**src/rtl/factorial_inverse.sv**
```systemverilog
// rtl/factorial_inverse.sv - iterative inverse factorial: largest n with n! <= value
module factorial_inverse (
  input  logic        clk,
  input  logic        rst,
  input  logic        start,
  input  logic [31:0] value,
  output logic        busy,
  output logic        done,
  output logic [3:0]  n,
  output logic [31:0] fact,
  output logic        exact,
  output logic        none
);

  typedef enum logic [1:0] {IDLE, STEP, DONE} state_t;

  state_t      state, state_nx;
  logic [31:0] val_r;
  logic [31:0] acc;
  logic [3:0]  k;
  logic [3:0]  k_inc;
  logic [35:0] prod;
  logic        fits;

  // Full 36-bit product so 12! * 13 cannot wrap into a false "fits".
  assign k_inc = k + 4'd1;
  assign prod  = {4'b0, acc} * {32'b0, k_inc};
  assign fits  = (prod <= {4'b0, val_r});

  always_ff @(posedge clk) begin
    if (rst) state <= IDLE;
    else     state <= state_nx;
  end

  always_comb begin
    state_nx = state;
    busy     = 1'b1;
    done     = 1'b0;
    case (state)
      IDLE: begin
        busy = 1'b0;
        if (start) state_nx = (value == 32'd0) ? DONE : STEP;
      end
      STEP: begin
        if (!fits) state_nx = DONE;
      end
      DONE: begin
        done     = 1'b1;
        state_nx = IDLE;
      end
      default: state_nx = IDLE;
    endcase
  end

  always_ff @(posedge clk) begin
    if (rst) begin
      val_r <= 32'd0;
      acc   <= 32'd0;
      k     <= 4'd0;
      n     <= 4'd0;
      fact  <= 32'd0;
      exact <= 1'b0;
      none  <= 1'b0;
    end else begin
      case (state)
        IDLE: begin
          if (start) begin
            val_r <= value;
            if (value == 32'd0) begin
              n     <= 4'd0;
              fact  <= 32'd0;
              exact <= 1'b0;
              none  <= 1'b1;
            end else begin
              acc <= 32'd1;
              k   <= 4'd1;
            end
          end
        end
        STEP: begin
          if (fits) begin
            acc <= prod[31:0];
            k   <= k_inc;
          end else begin
            n     <= k;
            fact  <= acc;
            exact <= (acc == val_r);
            none  <= 1'b0;
          end
        end
        default: ;
      endcase
    end
  end

endmodule

```
**config.mk**
```make
export PLATFORM = sky130hd
export DESIGN_NAME = factorial_inverse
export DESIGN_NICKNAME = d
export VERILOG_FILES = /design/src/rtl/factorial_inverse.sv
export SDC_FILE = /design/constraint.sdc
export NUM_CORES = 1
export LEC_CHECK = 0
export CAP_MARGIN = 20
export CORE_ASPECT_RATIO = 2
export CORE_MARGIN = 8
export CORE_UTILIZATION = 40
export CTS_CLUSTER_DIAMETER = 60
export DETAILED_ROUTE_END_ITERATION = 16
export MAX_ROUTING_LAYER = met4
export PLACE_DENSITY = 0.67
export SLEW_MARGIN = 20
export SYNTH_ARGS = -nofsm -noshare
export SYNTH_HDL_FRONTEND = slang
export SYNTH_SLANG_ARGS = --single-unit
```
**constraint.sdc**
```tcl
create_clock -name clk -period 6.5 [get_ports clk]
set_input_delay 1.625 -clock clk [delete_from_list [all_inputs] [get_ports clk]]
set_output_delay 1.625 -clock clk [all_outputs]
set_load 0.05 [all_outputs]
```
==> results.toml <==
[run_status]
status = "finished, violations left"
violations = "setup timing"

[floorplan]
die-width_um = 126
pin_count = 75
initial_core_util_pct = 40.5
rows = 80
core-area_um2 = 23700
die_h_um = 235
die_area_um2 = 29600

[yosys]
ys_types = 70
synth_top_cell_by_area = "dfxtp_1"
synth_cells = 1182
ys_seq_area_share_pct = 22.5
synth_area_leaders = "dfxtp_1 22%, fa_1 12%, ha_1 9.5%"
ys_warn_count = 0
synthArstFlopShare_pct = 0
synth_edf_count = 0
synth_top_family_by_area = "simple AND/OR/NAND/NOR gates"
avgSynthCellArea_um2 = 8.13
synth.mux.area_fraction_pct = 0.117
synth_compound_area_share_pct = 16.9
syn_area_um2 = 9620
synth_ff_type = "dfxtp_1"
synth-adder-area-share_pct = 22.0
yosys.area.top_type_share_pct = 22.5
synth_simple_gate_area_share_pct = 24.2
ys_seq_elements = 108
synth_xor_area_share_pct = 5.82
syn-num-nets = 1350

[layout]
synthToLayoutAreaGrowth_pct = 30.8
drive_above_1_share_pct = 18.6
num_antenna_cells = 0
nFillCells = 2197
final_nets = 1510

[setup_path]
crit_end = "exact"
cp-startpoint = "k[0]"
worst_path_max_delay_cell = "fa_1"
rrSetupSlack_ns = -0.02
cp_max_fo = 6
rr_endpoint = "exact"
worstReg2RegStart = "k[0]"
cp.arrival_ns = 6.76
cp-end-kind = "register"
crit_type = "register to register"
slowest_delay_ns = 0.54
cp.required_ns = 6.74
cp_common_cell = "buf_4"
r2r_cells = 28
start_kind = "register"

[run]
max_cap_viol_count = 0

[cts]
numCtsBuffers = 9
clkSlewWorstSetupHoldPaths_ns = 0.08
tritoncts = "done"
h-tree-depth = 3
hold_buffers = 0
cts_root_buffer = "clkbuf_16"
clock_latency_ns = 0.36
clk_path_buf_depth = 2
cts.sinks = 108

[drt]
routed_wl_mm = 34.0
via_count = 9224
drcViolationCount = 0
viasPerCell = 5.65
drt_iter0_drc = 485
drtAntennaViolNets = 0
wl_per_cell_um = 20.8
dr.pass1.iters = 5

[place]
gp_congestion = 0.963
io_buffer_count = 74
hpwl_mm = 26.8
pre_cts_ws_ns = -0.300

[power]
power.share.combinational_pct = 14.8
power_frac_seq_pct = 46.3
power_density_nw_per_um2 = 119
p_int_mw = 1.09
max-vdd-ir-drop_uv = 115
power.total_mw = 1.50
p_clk_share_pct = 39.0
power_leakage_nw = 5.44
switchingPower_uw = 409
switching_share_pct = 27.3

[timing]
fin_crit_ns = 6.52
fmax_ghz = 0.153
slew_headroom_pct = 37.8
min_period_over_period_pct = 100
fin_skew_ns = 0.00913
setup_viol = 3
report.final.slew_viol_count = 0
final.setup.worst_slack_ns = -0.0196
hold_viol_final = 0
tightest_slew_ns = 0.930

[min_path]
hp-class = "register to register"
holdPathStages = 2
holdCritStartpoint = "fact[29]"

[global_routing]
grt_max_degree = 78
grt_pass1_wl_mm = 50.3
grt_pass1_vias = 9313
antenna_found_initial = 0
grt.overflow.total = 0
globalRouteTotalUtil_pct = 22.5
worst max-delay path, delay by kind of cell (launching register included):
family | cells | cell delay, ns
adder cells (fa/ha/maj) | 4 | 1.66
AND/OR/NAND/NOR | 8 | 1.53
buffers and inverters | 6 | 0.72
multiplexers | 1 | 0.31
flip-flops | 1 | 0.39
AO/OA/AOI/OAI | 7 | 1.47
XOR/XNOR | 2 | 0.34
layout make-up:
type	count	area, um2	share of cell area [%]
Inverter	140	526	4.18
Tap cell	287	359	2.86
Sequential cell	108	2170	17.3
Timing Repair Buffer	212	1910	15.2
Clock inverter	6	81.3	0.647
Clock buffer	10	239	1.90
Multi-Input combinational cell	871	7290	58.0
flip-flops by register name (all words and copies together) (netlist names):
signal,cells
acc,32
exact,1
fact,32
k,4
n,4
none,1
state,2
val_r,32
metrics by stage:
step                hold slack [ns]  cells  cell area (um2)  utilization (%)  TNS (ns)
floorplan                     0.457   1182             9620                -         0
global placement              0.471   1598            11400             48.1    -17.46
detailed placement            0.475   1598            11400             48.1    -18.68
CTS                           0.487   1615            11800             49.7         0
global route                  0.504   1634            12600             53.0    -10.50
finish                        0.486   1634            12600             53.0   -0.0396
repair_timing:
action                                  in CTS  in global routing
gates resized for setup                     12                104
pin swaps                                    3                 69
gates cloned                                 0                  5
setup buffers                                1                 14
endpoints found under the setup margin      76                 76
cell usage after synthesis (all sizes together), types with 2 or more instances:
master and number:
nor3 11, o31ai 2, nand3b 38, clkbuf 45, a22o 33, a21boi 3, o221ai 3, and4 5
o31a 2, and3 7, a311oi 4, a21o 19, a211o 3, nand2b 28, buf 20, nor4b 2
xor2 19, or3 4, inv 140, nand4 21, a31oi 8, nor2b 12, or4 2, o41ai 3
nand3 16, a211oi 6, o2111ai 2, ha 73, nor2 26, fa 60, nand2 155, or2 2
dfxtp 108, o21a 4, o211ai 2, a21oi 112, and2 83, xnor2 44, nor4 14, o21ai 25
placed cells by master, fill, tap and decap left out, types with 4 or more instances in the layout:
cell             Yosys  final
clkbuf_16            0     11
inv_1              140    139
buf_12               0      5
a22o_1              33     33
nand3b_1            38     38
a21oi_2              0      9
a21oi_1            111     99
a21o_1              19     19
a21oi_4              1      4
dfxtp_1            108    105
nand2_1            154    149
a31oi_1              8      8
ha_1                73     52
nand2_2              1      6
xnor2_1             44     41
nand2b_1            28     28
nand4_1             20     20
o21a_1               4      4
ha_4                 0     21
nor4_1              14     13
and2_1              83     82
fa_1                60     60
nor3_1               9      9
and4_1               5      4
buf_6                2     10
and3_1               7      6
o21ai_1              3     10
nor2_1              26     26
clkdlybuf4s50_1      0     73
nor2b_1             12     12
xor2_1              18     15
buf_4                4    121
nand3_1             16     14
o21ai_0             22     10
o21ai_2              0      5
routing by layer:
layer  wire length [um]  GRT usage [%]
met3               1040           2.06
met5                  0              -
met4               3280           18.3
met1              10900           19.3
met2              18800           43.2
cell families (layout without fill, tap and decap cells):
family          after synthesis  after routing
fa+ha+maj                   133            133
compound gates              242            243
simple gates                430            430
buf+inv                     205            368
flops                       108            108
mux                           1              1
xor+xnor                     63             64
worst min-delay path by stage:
| stage | endpoint | slack, ns |
|---|---|---|
| 2_1_floorplan | n[3] | 0.46 |
| 3_3_place_gp | val_r[4] | 0.47 |
| 3_5_place_dp | fact[29] | 0.47 |
| 4_1_cts | val_r[25] | 0.49 |
| 5_1_grt | fact[18] | 0.50 |
| 6_report | fact[29] | 0.49 |
power groups by stage:
stage	Sequential [mW]	Combinational, mW	Clock [mW]
floorplan	0.703	0.116	0
global placement	0.707	0.204	0
detailed placement	0.708	0.206	0
CTS	0.692	0.209	0.591
global route	0.696	0.237	0.615
finish	0.695	0.221	0.585
(Power assumes the default switching activity.)
